File: config.mk
export PLATFORM = sky130hd
export DESIGN_NAME = dcache_ctrl
export DESIGN_NICKNAME = d
export VERILOG_FILES = /design/src/rtl/dcache_ctrl.sv
export SDC_FILE = /design/constraint.sdc
export NUM_CORES = 1
export LEC_CHECK = 0
export ABC_AREA = 0
export CORE_MARGIN = 4
export CORE_UTILIZATION = 46
export DETAILED_ROUTE_END_ITERATION = 8
export HOLD_SLACK_MARGIN = 0.03
export PLACE_DENSITY_LB_ADDON = 0.25
export SYNTH_ARGS = -nofsm -noshare
export SYNTH_HDL_FRONTEND = slang
export SYNTH_SLANG_ARGS = --single-unit
File: constraint.sdc
create_clock -name clk -period 2.9 [get_ports clk]
set_input_delay 0.435 -clock clk [delete_from_list [all_inputs] [get_ports clk]]
set_output_delay 0.435 -clock clk [all_outputs]
set_load 0.005 [all_outputs]
File: src/rtl/dcache_ctrl.sv
// Control FSM for a 2-way, write-back, write-allocate data cache.
// Hits complete combinationally in IDLE. A miss optionally writes back the
// dirty victim, then fills the line, and returns to IDLE so that the held
// request hits. The hit/miss handshake is Mealy, so outputs are decoded
// from state plus inputs and forced low while reset is asserted.
module dcache_ctrl #(
    parameter int unsigned CNT_W = 32
) (
    input  logic             clk,
    input  logic             rst,
    input  logic             mem_read,
    input  logic             mem_write,
    input  logic [1:0]       hit,
    input  logic [1:0]       dirty,
    input  logic             lru,
    input  logic             pmem_resp,
    output logic             mem_resp,
    output logic             pmem_read,
    output logic             pmem_write,
    output logic [1:0]       load_tag,
    output logic [1:0]       load_valid,
    output logic [1:0]       load_dirty,
    output logic             dirty_in,
    output logic [1:0]       load_data,
    output logic             data_sel,
    output logic             addr_sel,
    output logic             load_lru,
    output logic             lru_in,
    output logic [CNT_W-1:0] hit_count,
    output logic [CNT_W-1:0] miss_count
);

    typedef enum logic [1:0] {
        IDLE,
        WRITEBACK,
        FILL
    } state_t;

    state_t           r_state;
    logic             r_evict_way;
    logic [CNT_W-1:0] r_hit_count;
    logic [CNT_W-1:0] r_miss_count;

    logic       w_req;
    logic       w_any_hit;
    logic       w_hit_way;
    logic [1:0] w_hit_mask;
    logic [1:0] w_evict_mask;

    // Way 0 wins when both ways report a hit.
    assign w_req        = mem_read | mem_write;
    assign w_any_hit    = |hit;
    assign w_hit_way    = ~hit[0];
    assign w_hit_mask   = w_hit_way ? 2'b10 : 2'b01;
    assign w_evict_mask = r_evict_way ? 2'b10 : 2'b01;

    assign hit_count  = r_hit_count;
    assign miss_count = r_miss_count;

    // State, victim way and performance counters.
    always_ff @(posedge clk or posedge rst) begin
        if (rst) begin
            r_state      <= IDLE;
            r_evict_way  <= 1'b0;
            r_hit_count  <= '0;
            r_miss_count <= '0;
        end else begin
            case (r_state)
                IDLE: begin
                    if (w_req && w_any_hit) begin
                        r_hit_count <= r_hit_count + CNT_W'(1);
                    end else if (w_req) begin
                        r_evict_way  <= lru;
                        r_miss_count <= r_miss_count + CNT_W'(1);
                        r_state      <= dirty[lru] ? WRITEBACK : FILL;
                    end
                end
                WRITEBACK: begin
                    if (pmem_resp) r_state <= FILL;
                end
                FILL: begin
                    // The fill completes even if the CPU dropped its request.
                    if (pmem_resp) r_state <= IDLE;
                end
                default: r_state <= IDLE;
            endcase
        end
    end

    // Array strobes and memory handshakes decoded from state and inputs.
    always_comb begin
        mem_resp   = 1'b0;
        pmem_read  = 1'b0;
        pmem_write = 1'b0;
        load_tag   = 2'b00;
        load_valid = 2'b00;
        load_dirty = 2'b00;
        dirty_in   = 1'b0;
        load_data  = 2'b00;
        data_sel   = 1'b0;
        addr_sel   = 1'b0;
        load_lru   = 1'b0;
        lru_in     = 1'b0;
        if (!rst) begin
            case (r_state)
                IDLE: begin
                    if (w_req && w_any_hit) begin
                        mem_resp = 1'b1;
                        load_lru = 1'b1;
                        lru_in   = ~w_hit_way;
                        // A simultaneous read and write is handled as a write.
                        if (mem_write) begin
                            load_data  = w_hit_mask;
                            data_sel   = 1'b0;
                            load_dirty = w_hit_mask;
                            dirty_in   = 1'b1;
                        end
                    end
                end
                WRITEBACK: begin
                    pmem_write = 1'b1;
                    addr_sel   = 1'b1;
                end
                FILL: begin
                    pmem_read = 1'b1;
                    addr_sel  = 1'b0;
                    if (pmem_resp) begin
                        load_data  = w_evict_mask;
                        data_sel   = 1'b1;
                        load_tag   = w_evict_mask;
                        load_valid = w_evict_mask;
                        load_dirty = w_evict_mask;
                        dirty_in   = 1'b0;
                    end
                end
                default: ;
            endcase
        end
    end

endmodule

==> flow_summary.ini, run 1 <==
[run_status]
status = completed

[worst_setup_path]
slowest_delay_ps = 550
cp_num_buf_inv = 1
cpLargestDelayFamily = simple AND/OR/NAND/NOR gates
worstPathRequired_ps = 2470
end_kind = primary output
worstSetupPathType = flop to primary output
cp_cell_sequence = or2_4, nor3_2, a32oi_1, nor3_1, clkdlybuf4s50_1
start_kind = flop
arrival_ps = 2270
cp_max_fo = 10
critPathSlowestCell = clkdlybuf4s50_1

[power_and_ir_drop]
power_density_nw_per_um2 = 548
p_leak_nw = 1.88
p_clk_share_pct = 36.2
vdd_drop_max_v = 0.000638
seqPwrFrac_pct = 46.4
p_switching_mw = 0.665
intPower_mw = 1.75
combPwrFrac_pct = 17.4
fin_total_pwr_mw = 2.41
switching_share_pct = 27.6

[sta]
fmax_mhz = 370
max_slew.worst_pin.slew_ps = 828
rsz0062_at_grt = no
setup-violations-final = 0
setup_tns_ps = 0
period_minus_slack_ps = 2700
max-slew-margin-rel_pct = 44.8
timing.final.ws_setup_ps = 200
fin_skew_ps = 13.1
drv_slew = 0
timing_hold_violations_final = 0
fin_crit_sh_pct = 93.1

[placement]
gp_congestion = 0.812
dp_hpwl_um = 5060
place_ws_ps = 104
place_area_um2 = 4170
port_buffers = 89

[route]
drt_first_pass_iters = 4
final_antenna_net_count = 0
via_count = 2509
drc_errors = 0
routedWlPerCell_um = 14.6
routed_wl_um = 7000
drt_iter0_drc = 88
via_per_inst = 5.24

[cells_and_area]
nets = 406
fillers = 561
drive_above_1_share_pct = 9.52
syn2layout_area_growth_pct = 38.0
num_antenna_cells = 0
finish.instance_area_um2 = 4400

[cts]
cts_tree = built
cts_buffers = 9
root_buffer = clkbuf_8
cts_buffer_depth = 2
clock_sinks = 67
h-tree-depth = 3
clk_pin_slew_ps = 80
clock_latency_ps = 340

[floorplanning]
die_x_um = 91.3
start_util_pct = 47.2
core_region_area_um2 = 6760
die_h_um = 91.3
die-area_um2 = 8330
io_pins = 90
fp-row-count = 30

[global_route]
track_usage_pct = 17.9
grt_pass1_wl_um = 12200
grt-ovfl-total = 0
antenna_found_initial = 0
grt_pass1_vias = 2603
grt_max_degree = 68

[synth]
ys_types = 33
synth_nets = 308
ys.warnings.count = 0
yosysSeqAreaShare_pct = 52.5
synth_cells = 296
syn_area_per_cell_um2 = 10.8
syn_area_um2 = 3190
synth-seq-cells = 67

[worst_hold_path]
worst_hold_path_type = flop to flop

[flow_run]
max_cap_violations = 0
-- power groups by stage --
| stage | combinational (mW) | clock (mW) | sequential (mW) |
|---|---|---|---|
| 6_report | 0.419 | 0.873 | 1.12 |
| 5_1_grt | 0.464 | 0.935 | 1.14 |
| 4_1_cts | 0.427 | 0.890 | 1.12 |
| 3_5_place_dp | 0.422 | 0 | 1.14 |
| 3_3_place_gp | 0.412 | 0 | 1.13 |
| 2_1_floorplan | 0.196 | 0 | 1.12 |
-- state kept, by name, indices dropped and copies added, names as in the netlist --
name,cells
r_evict_way,1
r_state,2
hit_count,32
miss_count,32
-- cell usage in the layout, fill, tap and decap left out, types with 6 or more instances in the layout --
cell and instances:
xor2_1 18, buf_4 6, inv_1 6, and3_1 7, xnor2_1 44, clkdlybuf4s50_1 89, nand2_1 31, nor2_1 26
nand3_1 24, and4_1 8, nand4_1 19, dfrtp_1 67, clkbuf_8 9
-- through the flow --
step	utilization, %	hold WS, ps	instances
2_1_floorplan	-	465	296
3_3_place_gp	61.7	455	463
3_5_place_dp	61.7	457	463
4_1_cts	65.1	471	479
5_1_grt	65.1	494	479
6_report	65.1	469	479
-- metal layers --
layer / global-route usage [%] / share of wire (%) / vias to the layer above
li1: - / - / 1208
met1: 23.8 / 46 / 1223
met2: 28.5 / 48 / 69
met3: 4.06 / 5.1 / 9
met4: 6.78 / 1.2 / 0
met5: 0 / 0 / -
-- area by class of cell --
class                      count  area (µm²)  area share [%]
tap                           80         100            2.27
multi-input combinational    214        1440            32.7
sequential                    67        1680            38.1
timing repair buffer          95         936            21.3
inverter                       7        26.3           0.597
clock inverter                 7         101            2.30
clock buffer                   9         124            2.81
-- synthesized netlist by cell type --
cell type	instances	share of area, %
and2_1	3	0.59
xor2_1	18	4.9
nand3_1	24	3.8
buf_2	2	0.31
and4_1	8	2.2
nand2_1	31	3.6
or2_4	1	0.27
nor4_4	2	1.3
nor4_1	1	0.20
or2_2	2	0.39
dfrtp_1	67	53
a32oi_1	1	0.27
or3b_4	1	0.35
nand4_4	1	0.67
nand4_1	19	3.7
nor4_2	1	0.39
and3_1	7	1.4
ha_1	2	0.78
a22oi_1	1	0.24
nor2_1	26	3.1
nor3b_2	1	0.39
nor3_1	6	0.94
nand2_2	1	0.20
o22ai_1	1	0.20
o21ai_0	2	0.31
buf_4	6	1.4
nand2b_1	2	0.39
mux2i_1	1	0.31
xnor2_1	44	12
nand3b_1	1	0.24
nor2b_1	2	0.39
inv_1	7	0.82
nor3_2	4	1.3
-- what timing repair did --
item,4_1_cts,5_1_grt
buffers inserted,0,0
gates resized for setup,0,1
hold buffers,0,0
setup endpoints to repair,0,2
-- final timing paths --
| check | from | slack, ps | depth (start not counted) | end |
|---|---|---|---|---|
| setup / recovery | r_state[1]$_DFFE_PP0P_ | 200 | 5 | load_dirty[1] |
| hold / removal | miss_count[31]$_DFFE_PP0P_ | 470 | 1 | miss_count[31]$_DFFE_PP0P_ |
| setup reg to reg | r_state[1]$_DFFE_PP0P_ | 890 | 5 | miss_count[24]$_DFFE_PP0P_ |
| hold reg to reg | miss_count[31]$_DFFE_PP0P_ | 470 | 1 | miss_count[31]$_DFFE_PP0P_ |
| max in group asynchronous | rst | 1570 | 3 | miss_count[6]$_DFFE_PP0P_ |
| min in group asynchronous | rst | 800 | 3 | hit_count[24]$_DFFE_PP0P_ |
-- worst reg2reg max path: stages (launching register included) --
cell and delay [ps]:
dfrtp_1 480, or2_4 330, nor4_4 430, nand4_1 290
nor2_1 220, xor2_1 170
-- cell families (layout without fill, tap and decap cells) --
kind of cell	after synthesis	after routing	share of synthesized area, %
AO/OA/AOI/OAI	5	5	1.02
XOR/XNOR	62	62	17.0
adder cells (fa/ha/maj)	2	2	0.784
buffers and inverters	15	118	2.55
flip-flops	67	67	52.5
multiplexers	1	1	0.314
AND/OR/NAND/NOR	144	144	25.8
Note: power is estimated with default switching activity, not from simulation.
==> run 2, diff against run 1 <==
CORE_ASPECT_RATIO = 1.5   (was unset)
SKIP_LAST_GASP = 1   (was unset)
==> run 2 against run 1 <==
  * Count of clock-buffer cells in the layout up 4
  * Critical path depth up 1
  * Non-clock buffer count down 1
  * Cell count down 1.0%
  * Via count down 0.96%
  * Largest cell class unchanged
==> flow_summary.ini, run 2 (same netlist as run 1, synthesis figures left out) <==
[sta]
drv_slew = 0
fin_crit_sh_pct = 94.2
timing_hold_violations_final = 0
setup_tns_ps = 0
rsz0062_at_grt = no
fmax_mhz = 366
fin_skew_ps = 9.38
max-slew-margin-rel_pct = 45.1
max_slew.worst_pin.slew_ps = 823
setup-violations-final = 0
period_minus_slack_ps = 2730

[worst_setup_path]
worstSetupStartpoint = hit[0]
arrival_ps = 2300
r2r-end = hit_count[14]$_DFFE_PP0P_
end_kind = primary output
worstSetupPathType = primary input to primary output
worstPathRequired_ps = 2470
r2r_slack_ps = 900
reg2regPathDepth = 6
cp_max_fo = 6
start_kind = primary input
r2r-start = r_state[1]$_DFFE_PP0P_

[cts]
cts_tree = built
root_buffer = clkbuf_8
cts_hold_buffers = 0
clock_latency_ps = 330
h-tree-depth = 3
postCtsSetupRepairBufs = 0
clk_pin_slew_ps = 60
cts_buffer_depth = 2
clock_sinks = 67
cts_buffers = 9
ctsResizeCount = 0

[route]
drt_iter0_drc = 116
final_antenna_net_count = 0
via_count = 2485
via_per_inst = 5.24
m1WireLength_um = 2960
routedWlPerCell_um = 14.8
top_layer = met4
drc_errors = 0
wl_met2_um = 3490
drt_first_pass_iters = 4
wl_met3_um = 436
routed_wl_um = 7000

[placement]
dp.cells = 458
place_area_um2 = 4160
gp_congestion = 0.818
port_buffers = 89
dp_hpwl_um = 5210

[cells_and_area]
nets = 405
ff_latch_area_um2 = 1680
final_core_util_pct = 65.1
multi_input_area_um2 = 1430
num_antenna_cells = 0
finalNonFillerCells = 474
final_cell_mix = clkdlybuf4s50_1 (89), dfrtp_1 (67), xnor2_1 (44)
fillers = 548
final_common_cell = clkdlybuf4s50_1
drive_above_1_share_pct = 8.04
finish.instance_area_um2 = 4310
syn2layout_area_growth_pct = 35.2

[global_route]
track_usage_pct = 18.1
grt-ovfl-total = 0
grt_max_degree = 68
antenna_found_initial = 0
grt_pass1_vias = 2540
grt_pass1_wl_um = 12200

[worst_hold_path]
worst_hold_path_type = flop to flop
hold_depth = 1
hold_start = miss_count[31]$_DFFE_PP0P_
hold_end = miss_count[31]$_DFFE_PP0P_

[flow_run]
max_cap_violations = 0

[power_and_ir_drop]
intPower_mw = 1.56
switching_share_pct = 27.5
vdd_drop_max_v = 0.000383
p_switching_mw = 0.593
p_clk_share_pct = 28.9
power_density_nw_per_um2 = 500
combPwrFrac_pct = 19.0
p_leak_nw = 1.85
seqPwrFrac_pct = 52.1

[floorplanning]
fp-row-count = 36
core_region_area_um2 = 6620
die-area_um2 = 8360
die_x_um = 76
die_h_um = 110
start_util_pct = 48.2
io_pins = 90

[run_status]
status = completed
run 2: cell count changes in the layout (fill, tap and decap cells not counted):
cell,delta
nor3_2,-1
bufinv_16,-2
clkbuf_1,+4
inv_6,-1
clkinvlp_4,-2
nor3_1,+1
clkinv_4,-2
buf_4,-1
clkinv_2,+3
run 2: worst max-delay path by stage:
stage	to	slack, ps	depth (start not counted)
floorplan	dirty_in	260	2
global placement	load_dirty[1]	250	6
detailed placement	load_data[1]	170	6
CTS	load_data[1]	140	5
global route	load_dirty[1]	30	5
finish	load_data[1]	170	6
run 2: through the flow:
stage / hold slack, ps / setup WS [ps] / power, mW
finish: 469 / 169 / 2.16
global route: 501 / 26.5 / 2.29
CTS: 473 / 140 / 2.19
detailed placement: 462 / 175 / 1.56
global placement: 458 / 248 / 1.55
floorplan: 465 / 264 / 1.31
run 2: per-layer routing:
metal  track usage, %  up-vias
met2             30.0       71
met5                0        -
met3             5.37       10
met4             7.76        0
met1             21.9     1200
li1                 -     1204
run 2: area by class of cell:
class	instances	area share, %
clock buffers	13	3.22
inverters	7	0.609
clock inverters	3	0.348
multi-input cells	214	33.2
well taps	76	2.20
flip-flops and latches	67	38.9
repair buffers	94	21.5
run 2: power groups by stage:
stage          logic [mW]  registers (mW)  clock network (mW)
2_1_floorplan       0.196            1.12                   0
3_3_place_gp        0.412            1.14                   0
3_5_place_dp        0.418            1.14                   0
4_1_cts             0.420            1.13               0.644
5_1_grt             0.459            1.14               0.688
6_report            0.410            1.12               0.623
run 2: critical path, cell delays in order:
cell and delay (ps):
clkdlybuf4s50_1 570, nor2_1 100, nor3_1 350, a32oi_1 90, nor3_1 200, clkdlybuf4s50_1 550
==> run 3, diff against run 2 <==
==> constraint.sdc (replaced) <==
create_clock -name clk -period 2.9 [get_ports clk]
set_input_delay 0.58 -clock clk [delete_from_list [all_inputs] [get_ports clk]]
set_output_delay 0.58 -clock clk [all_outputs]
set_load 0.005 [all_outputs]
==> run 3 against run 2 <==
  * Combinational power is 3% higher
  * Register-to-register slack improved by 40 ps
  * First-iteration DRC count rose by 8.6%
  * Largest cell class unchanged
  * Die area did not move
  * Global-route usage increased by 0.44 points
  * Setup slack lost 47 ps
  * Critical path depth is the same
  * Count of clock-buffer cells in the layout down 2
  * Wire length grew 4.8%
  * Core utilization rose by 1.7 points
==> flow_summary.ini, run 3 (same netlist as run 1, synthesis figures left out) <==
[run_status]
status = completed

[sta]
period_minus_slack_ps = 2780
setup-violations-final = 0
max-slew-margin-rel_pct = 61.7
fin_skew_ps = 8.73
max_slew.worst_pin.slew_ps = 575
fin_crit_sh_pct = 95.8
rsz0062_at_grt = no
fmax_mhz = 360
drv_slew = 0
timing_hold_violations_final = 0
fin_hold_ws_ps = 466

[cts]
ctsResizeCount = 1
cts_hold_buffers = 0
h-tree-depth = 3
clock_latency_ps = 330
root_buffer = clkbuf_8
clock_sinks = 67
cts_buffers = 9
cts_buffer_depth = 2
clk_pin_slew_ps = 70
cts_tree = built
postCtsSetupRepairBufs = 0

[placement]
port_buffers = 89
gp_congestion = 0.848
dp_hpwl_um = 5400
place_area_um2 = 4210

[global_route]
grt_pass1_vias = 2637
antenna_found_initial = 0
track_usage_pct = 18.5
grt_pass1_wl_um = 12700
grt-ovfl-total = 0
grt_max_degree = 46

[worst_setup_path]
r2r-start = r_state[1]$_DFFE_PP0P_
worstSetupStartpoint = hit[0]
start_kind = primary input
cp_max_fo = 4
arrival_ps = 2200
worstSetupPathType = primary input to primary output
end_kind = primary output
worstPathRequired_ps = 2320

[floorplanning]
die_h_um = 110
die_x_um = 76
fp-row-count = 36
io_pins = 90
start_util_pct = 48.2
die-area_um2 = 8360
core_region_area_um2 = 6620

[route]
drt_iter0_drc = 126
routedWlPerCell_um = 15.3
via_per_inst = 5.34
final_antenna_net_count = 0
routed_wl_um = 7340
drc_errors = 0
via_count = 2565
drt_first_pass_iters = 4

[worst_hold_path]
hold_start = miss_count[31]$_DFFE_PP0P_
worst_hold_path_type = flop to flop

[power_and_ir_drop]
p_leak_nw = 1.90
fin_total_pwr_mw = 2.37
power_density_nw_per_um2 = 535
vdd_drop_max_v = 0.000347

[cells_and_area]
num_antenna_cells = 0
drive_above_1_share_pct = 10.6
nets = 411
finish.instance_area_um2 = 4430
final_cell_mix = clkdlybuf4s50_1 (89), dfrtp_1 (66), xnor2_1 (44)
final_common_cell = clkdlybuf4s50_1
final_core_util_pct = 66.9
fillers = 541
syn2layout_area_growth_pct = 38.8

[flow_run]
max_cap_violations = 0
==> run 3: changes by cell type in the layout (fill, tap and decap cells not counted), sizes merged <==
cell,change
clkbuf,-2
bufinv,+2
inv,-1
buf,+6
clkinv,-1
clkinvlp,+2
==> run 3: worst paths after layout <==
kind                       slack, ps                         end  cells after the start
setup / recovery                 120                load_data[1]                      6
hold / removal                   470  miss_count[31]$_DFFE_PP0P_                      1
setup reg to reg                 940  miss_count[24]$_DFFE_PP0P_                      5
hold reg to reg                  470  miss_count[31]$_DFFE_PP0P_                      1
max in group asynchronous       1570  miss_count[29]$_DFFE_PP0P_                      4
min in group asynchronous        830     r_evict_way$_DFFE_PP0P_                      4
==> run 3: layout make-up <==
cell class	instances	area [µm²]	area share (%)
Timing Repair Buffer	100	973	22.0
Sequential cell	67	1680	37.9
Inverter	7	30.0	0.678
Clock buffer	11	131	2.97
Clock inverter	5	77.6	1.75
Tap cell	76	95.1	2.15
Multi-Input combinational cell	214	1440	32.6
==> run 3: metrics by stage <==
step / instances / worst slack (ps) / setup TNS, ps
after floorplan: 296 / 403 / 0
after global routing: 480 / 9.01 / 0
after detailed placement: 464 / -29.5 / -42.7
final: 480 / 122 / 0
after global placement: 464 / 57.9 / 0
after CTS: 480 / 34.6 / 0
==> run 3: routing by layer <==
metal  global-route usage (%)  wire length (µm)
met5                        0                 0
met4                     6.87               110
met3                     5.20               418
met2                     31.1              3690
met1                     22.7              3120
==> run 3: critical path: stages <==
cell and delay, ps:
clkdlybuf4s50_1 470, nor2_1 70, nor3_2 260, a32oi_1 100
nor3_2 170, clkdlybuf4s50_1 550
==> run 3: power breakdown <==
part	total (mW)	internal [mW]	leakage [nW]	switching (mW)
Sequential	1.12	1.01	0.900	0.111
Clock	0.823	0.482	0.103	0.341
Combinational	0.422	0.251	0.899	0.170
